===== config.mk =====
export PLATFORM = sky130hd
export DESIGN_NAME = neuron_accumulator
export DESIGN_NICKNAME = d
export VERILOG_FILES = /design/src/rtl/neuron_accumulator_pkg.sv /design/src/rtl/neuron_accumulator_sat_truncate.sv /design/src/rtl/neuron_accumulator.sv
export SDC_FILE = /design/constraint.sdc
export NUM_CORES = 1
export LEC_CHECK = 0
export BUFFER_PORTS_ARGS = -buffer_cell sky130_fd_sc_hd__buf_2
export CORE_ASPECT_RATIO = 1.75
export CORE_MARGIN = 4
export CORE_UTILIZATION = 45
export DETAILED_ROUTE_END_ITERATION = 10
export GPL_TIMING_DRIVEN = 0
export PLACE_DENSITY = 0.67
export SLEW_MARGIN = 5
export SYNTH_ARGS = -nofsm -noshare
export SYNTH_HDL_FRONTEND = slang
export SYNTH_SLANG_ARGS = --single-unit
export TNS_END_PERCENT = 50

===== constraint.sdc =====
create_clock -name clk -period 7.3 [get_ports clk]
set_clock_uncertainty 0.15 [all_clocks]
set_input_delay 0.365 -clock clk [delete_from_list [all_inputs] [get_ports clk]]
set_output_delay 0.365 -clock clk [all_outputs]
set_load 0.005 [all_outputs]

===== src/rtl/neuron_accumulator_pkg.sv =====
// Shared fixed-point and neuron-pipeline definitions.
// Operand format, activation-mask width and the accumulator FSM states.
package definitions;

   parameter int unsigned Q_INT         = 8;
   parameter int unsigned Q_FRAC        = 8;
   parameter int unsigned ACT_MASK_SIZE = 4;
   parameter int unsigned ACC_GUARD     = 8;

   typedef enum logic [1:0] {
      ACC_ACCUM = 2'd0,
      ACC_FLUSH = 2'd1,
      ACC_HOLD  = 2'd2
   } AccState;

endpackage


===== src/rtl/neuron_accumulator_sat_truncate.sv =====
// Requantiser: wide signed value -> signed OUT_W by dropping SHIFT low bits (floor),
// clipping to the representable range and flagging any clip.
module sat_truncate #(
   parameter int unsigned IN_W  = 40,
   parameter int unsigned OUT_W = 16,
   parameter int unsigned SHIFT = 8
) (
   input  logic signed [IN_W-1:0]  in_val,
   output logic signed [OUT_W-1:0] out_val,
   output logic                    ovf
);

   logic signed [IN_W-1:0]  shifted;
   logic [IN_W-OUT_W:0]     top_bits;

   assign shifted  = in_val >>> SHIFT;
   assign top_bits = shifted[IN_W-1:OUT_W-1];

   // Fits only when every bit from the output sign bit upwards agrees.
   always_comb begin
      ovf     = !((&top_bits) || !(|top_bits));
      out_val = shifted[OUT_W-1:0];
      if (ovf) begin
         out_val = shifted[IN_W-1] ? {1'b1, {(OUT_W-1){1'b0}}} : {1'b0, {(OUT_W-1){1'b1}}};
      end
   end

endmodule


===== src/rtl/neuron_accumulator.sv =====
// Streaming MAC producing one saturated Q_INT.Q_FRAC neuron pre-activation per vector,
// held with its activation mask until the downstream stage accepts it.
module neuron_accumulator #(
   parameter int unsigned Q_INT     = definitions::Q_INT,
   parameter int unsigned Q_FRAC    = definitions::Q_FRAC,
   parameter int unsigned MASK_W    = definitions::ACT_MASK_SIZE,
   parameter int unsigned ACC_GUARD = definitions::ACC_GUARD
) (
   input  logic                            clk,
   input  logic                            rst,
   input  logic                            s_valid,
   output logic                            s_ready,
   input  logic signed [Q_INT+Q_FRAC-1:0]  s_w,
   input  logic signed [Q_INT+Q_FRAC-1:0]  s_x,
   input  logic                            s_last,
   input  logic [MASK_W-1:0]               s_mask,
   output logic                            m_valid,
   input  logic                            m_ready,
   output logic signed [Q_INT+Q_FRAC-1:0]  m_x,
   output logic [MASK_W-1:0]               m_mask,
   output logic                            m_sat
);
   import definitions::*;

   localparam int unsigned W  = Q_INT + Q_FRAC;
   localparam int unsigned PW = 2 * W;
   localparam int unsigned AW = PW + ACC_GUARD;

   localparam logic [ACC_GUARD:0] CNT_MAX = {1'b1, {ACC_GUARD{1'b0}}};
   localparam logic [ACC_GUARD:0] CNT_ONE = {{ACC_GUARD{1'b0}}, 1'b1};

   AccState               state;
   logic signed [PW-1:0]  p;
   logic                  p_vld;
   logic signed [AW-1:0]  acc;
   logic signed [AW-1:0]  p_ext;
   logic signed [AW-1:0]  sum;
   logic [ACC_GUARD:0]    cnt;
   logic                  over;
   logic                  hs;
   logic signed [W-1:0]   sat_x;
   logic                  sat_ovf;

   assign s_ready = (state == ACC_ACCUM);
   assign hs      = s_valid && s_ready;
   assign p_ext   = p_vld ? {{ACC_GUARD{p[PW-1]}}, p} : '0;
   assign sum     = acc + p_ext;

   sat_truncate #(
      .IN_W  (AW),
      .OUT_W (W),
      .SHIFT (Q_FRAC)
   ) u_sat (
      .in_val  (sum),
      .out_val (sat_x),
      .ovf     (sat_ovf)
   );

   always_ff @(posedge clk) begin
      if (rst) begin
         state   <= ACC_ACCUM;
         p       <= '0;
         p_vld   <= 1'b0;
         acc     <= '0;
         cnt     <= '0;
         over    <= 1'b0;
         m_valid <= 1'b0;
         m_x     <= '0;
         m_mask  <= '0;
         m_sat   <= 1'b0;
      end else begin
         unique case (state)
            ACC_ACCUM: begin
               if (hs) begin
                  // Product is pipelined; the previous one is folded into acc on this edge.
                  p     <= PW'(s_w) * PW'(s_x);
                  p_vld <= 1'b1;
                  acc   <= sum;
                  if (cnt == '0) begin
                     m_mask <= s_mask;
                  end
                  if (cnt == CNT_MAX) begin
                     over <= 1'b1;
                  end else begin
                     cnt <= cnt + CNT_ONE;
                  end
                  if (s_last) begin
                     state <= ACC_FLUSH;
                  end
               end else if (p_vld) begin
                  acc   <= sum;
                  p_vld <= 1'b0;
               end
            end
            ACC_FLUSH: begin
               m_x     <= sat_x;
               m_sat   <= sat_ovf || over;
               m_valid <= 1'b1;
               acc     <= '0;
               p_vld   <= 1'b0;
               cnt     <= '0;
               over    <= 1'b0;
               state   <= ACC_HOLD;
            end
            ACC_HOLD: begin
               if (m_ready) begin
                  m_valid <= 1'b0;
                  state   <= ACC_ACCUM;
               end
            end
            default: state <= ACC_ACCUM;
         endcase
      end
   end

endmodule


==> out/qor_table.md <==
| Stage | Quantity | Value |
| --- | --- | --- |
| critical path | Critical path startpoint category | input port |
| clocking | Post-CTS setup buffers | 0 |
| timing | Post-layout worst setup margin | 0.171 ns |
| die | Initial Utilization | 0.457 |
| global route | Via count of the first global-routing pass | 14500 |
| timing | Hold Fails Final Rpt | 0 |
| clocking | Total number of H-tree levels | 3 |
| logic synthesis | Ranking of synthesized cells by instance count | sky130_fd_sc_hd__inv_1, sky130_fd_sc_hd__fa_1, sky130_fd_sc_hd__nand2_1, sky130_fd_sc_hd__and2_1, sky130_fd_sc_hd__nor2_1 |
| critical path | Slowest cell on crit path | sky130_fd_sc_hd__or3b_2 |
| critical path | Setup CP Type | in -> reg |
| die | Rows | 92 |
| global route | Number of antenna violations at the first check in global routing | 0 |
| detailed routing | Pre-Repair DR Iteration Count | 5 |
| logic synthesis | Number of distinct library cells after synthesis | 76 |
| detailed routing | Remaining routing DRC violations | 0 |
| clocking | Root buffer cell | sky130_fd_sc_hd__clkbuf_16 |
| place | Instance count after placement with tap cells included | 2472 |
| critical path | Startpoint of the lowest-slack register-to-register path | p_vld |
| timing | Unrepaired setup endpoints after global routing | no |
| logic synthesis | Ys async rst share | 0 |
| logic synthesis | Post-synthesis sequential area ratio | 0.130 |
| place | Setup slack after placement | -0.577 ns |
| die | Horizontal die dimension | 153 um |
| critical path | Register-to-Register Setup Slack | 1.91 ns |
| die | Std-Cell Core Area | 36000 um^2 |
| critical path | Cell family contributing the most delay on the critical path | adder cells |
| die | Area of the die | 39800 um^2 |
| global route | Global-route total usage across every layer | 0.230 |
| logic synthesis | Synthesis-stage register bit count | 107 |
| detailed routing | Starting DRC count in detailed routing | 444 |
| critical path | Type of element capturing the critical path | register |
| timing | Final period demand of the worst path | 7.13 ns |
| status | Outcome | finished clean |
| logic synthesis | Cell type contributing the most total cell area after synthesis | sky130_fd_sc_hd__fa_1 |
| global route | Maximum number of pins on one net before global-route repair | 19 |
| clocking | Count of clock tree sinks | 107 |
| place | Global placement routability congestion | 1.02 |
| logic synthesis | Count of flip-flops with a built-in enable after synthesis | 0 |
| clocking | Total clock buffers created by CTS | 9 |
| min path | Worst min-delay path category | in -> reg |
| timing | Post-route clock period utilization | 0.977 |
| logic synthesis | Average cell area after synthesis | 8.48 um^2 |
| detailed routing | Detailed-route wire length | 44300 um |
| min path | Destination of the worst hold path | m_mask[1] |
| critical path | Arrival time at the worst endpoint | 7.26 ns |
| timing | Transition time at the pin with the least slew margin | 1.02 ns |
| die | Height of the chip | 261 um |
| critical path | Maximum fanout along the worst path | 10 |
| critical path | Maximum single-stage delay on the critical path | 0.54 ns |
| clocking | Clock tree from TritonCTS | built |
| timing | Setup Viol. Count Final | 0 |
| critical path | Cells on worst reg2reg path | 15 |
| place | Number of I/O port buffers | 63 |
| place | Placed wire-length estimate | 39900 um |
| detailed routing | Via count | 13200 |
| logic synthesis | Summed instance area of the synthesized netlist | 16500 um^2 |
| timing | Count of pins over their slew limit | 0 |
| min path | Origin of the worst min-delay path | s_mask[1] |
| run | Max-cap check violation count | 0 |
| critical path | Required time of the critical path | 7.43 ns |
| clocking | Clk Latency, worst-skew pair | 0.37 ns |
| detailed routing | Drt wl/cell | 17.9 um |
| global route | Final global-route overflow total | 0 |
| finish | Proportion of layout cells with a drive suffix above 1 | 0.0730 |
| logic synthesis | Mapped Nets | 2366 |
| logic synthesis | Top FF cell, synth | sky130_fd_sc_hd__dfxtp_1 |
| logic synthesis | Cell count after synthesis | 1939 |
| logic synthesis | Leading cell types by total area after synthesis | sky130_fd_sc_hd__fa_1, sky130_fd_sc_hd__dfxtp_1, sky130_fd_sc_hd__ha_1 |
| finish | Area overhead of the layout relative to synthesis | 6.90% |
| critical path | Buffering stage count on the worst path with inverters included | 6 |
| detailed routing | Avg Vias per Cell | 5.35 |
| clocking | Number of hold-repair buffers added at the cts stage | 0 |
| logic synthesis | Fraction of post-synthesis cell area in the top cell type by area | 0.320 |
| timing | Maximum clock rate | 140 MHz |
| logic synthesis | Count leader, synth | sky130_fd_sc_hd__inv_1 |
| timing | Max-slew headroom at the worst pin | 0.312 |
| critical path | Sequence of cells on the critical path | buf_2 -> clkbuf_1 -> nand2_1 -> fa_1 -> fa_1 -> inv_1 -> fa_1 -> fa_1 -> fa_1 -> inv_1 -> fa_1 -> inv_1 -> ha_1 -> inv_1 -> nor3_1 -> or3b_2 -> a21oi_1 -> and3b_1 -> or3b_2 -> a31oi_1 -> xnor2_1 -> nand2_1 -> a21oi_1 |
| finish | Inserted Diodes | 0 |
| detailed routing | Number of nets still failing antenna checks after routing | 0 |
| critical path | Cell with the most instances on the worst path | sky130_fd_sc_hd__fa_1 |
| clocking | CTS max path bufs | 2 |
| logic synthesis | Warnings, synthesis | 0 |
| finish | Non-filler cells, final | 2471 |
| min path | Hold path cells | 3 |
| clocking | Clock-pin slew reported for the worst setup and hold paths after clock tree synthesis | 0.08 ns |
| finish | Layout Nets | 2424 |
| die | IO Count | 64 |
| global route | Global-route wire length before repair | 73500 um |
| critical path | End of the worst register-to-register path | m_x[13] |
-- cells by family (layout without fill, tap and decap cells) --
group                      after synthesis  count (layout)  synth area share
and+or+nand+nor                        664             664             0.197
buffers and inverters                  403             465            0.0937
adders and majority gates              386             386             0.414
AOI/OAI and AO/OA                      303             303             0.125
DFF                                    107             107             0.130
xor gates and xnor gates                70              70            0.0373
muxes                                    6               6           0.00365
-- sequential cells by signal (all words and copies together), names as in the netlist --
register / count
m_sat: 1
p: 32
acc: 40
over: 1
p_vld: 1
m_mask: 4
cnt: 9
state: 2
m_x: 16
m_valid: 1
-- per-stage QoR --
| step | setup TNS [ns] | hold WS [ns] | util | cell area (um^2) |
|---|---|---|---|---|
| floorplan | 0 | 0.277 | - | 16500 |
| global placement | -1.11 | 0.288 | 0.482 | 17400 |
| detailed placement | -1.54 | 0.292 | 0.482 | 17400 |
| CTS | 0 | 0.0605 | 0.489 | 17600 |
| global route | 0 | 0.0759 | 0.488 | 17600 |
| finish | 0 | 0.0672 | 0.488 | 17600 |
-- worst reg2reg max path, cell delays in order, from the launching register on --
cell and delay (ns):
sky130_fd_sc_hd__dfxtp_1 0.39, sky130_fd_sc_hd__clkbuf_1 0.23, sky130_fd_sc_hd__and2_1 0.22, sky130_fd_sc_hd__fa_1 0.47
sky130_fd_sc_hd__a211oi_1 0.35, sky130_fd_sc_hd__nor4_1 0.13, sky130_fd_sc_hd__o311ai_1 0.59, sky130_fd_sc_hd__nand3b_1 0.14
sky130_fd_sc_hd__a21oi_1 0.48, sky130_fd_sc_hd__o2111ai_1 0.23, sky130_fd_sc_hd__xor2_1 0.28, sky130_fd_sc_hd__nand4_1 0.16
sky130_fd_sc_hd__o41ai_2 0.90, sky130_fd_sc_hd__buf_6 0.30, sky130_fd_sc_hd__nand2_2 0.08, sky130_fd_sc_hd__a211oi_2 0.21
-- worst max-delay path by stage --
stage / end / from / slack, ns / cells after the start
finish: p[31] / s_w[2] / 0.17 / 23
global route: p[31] / s_w[2] / 0.02 / 23
CTS: p[31] / s_w[8] / 0.03 / 25
detailed placement: p[31] / s_x[2] / -0.58 / 24
global placement: p[31] / s_x[2] / -0.46 / 24
floorplan: p[31] / s_w[15] / 0.84 / 23
-- cell usage in the layout (no fill, tap or decap), types with 10 or more instances in the layout --
cell type and count:
sky130_fd_sc_hd__a211oi_1 17, sky130_fd_sc_hd__a211oi_2 10, sky130_fd_sc_hd__a21o_1 24, sky130_fd_sc_hd__a21oi_1 103, sky130_fd_sc_hd__a22oi_1 31, sky130_fd_sc_hd__and2_1 155
sky130_fd_sc_hd__and3_1 12, sky130_fd_sc_hd__buf_2 76, sky130_fd_sc_hd__clkbuf_1 46, sky130_fd_sc_hd__dfxtp_1 107, sky130_fd_sc_hd__fa_1 263, sky130_fd_sc_hd__ha_1 123
sky130_fd_sc_hd__inv_1 318, sky130_fd_sc_hd__nand2_1 235, sky130_fd_sc_hd__nand2_2 10, sky130_fd_sc_hd__nand2b_1 11, sky130_fd_sc_hd__nand3_1 22, sky130_fd_sc_hd__nand4_1 14
sky130_fd_sc_hd__nor2_1 139, sky130_fd_sc_hd__nor3_1 13, sky130_fd_sc_hd__o21ai_0 38, sky130_fd_sc_hd__xnor2_1 41, sky130_fd_sc_hd__xor2_1 29
-- cell type report --
type	instances	area (um^2)
clock inverters	5	46.3
fillers	3557	18400
clock buffers	10	239
multi-input cells	1429	12800
inverters	318	1190
plain buffers	69	294
flip-flops and latches	107	2140
repair buffers	63	315
well taps	470	588
-- routing by layer --
metal  part of all wire  global-route usage  vias up
met5                  0                   0        -
met4              0.055               0.124        0
met3              0.024              0.0155      121
met2               0.55               0.457      285
met1               0.37               0.239     6511
li1                   -                   -     6291
-- what timing repair did --
action,CTS,global route
resized for setup,0,10
setup endpoints to repair,2,2
hold endpoints to repair,0,0
Power is not shown: default switching activity piles up to over one toggle a cycle in this logic, so the estimate is an artifact.
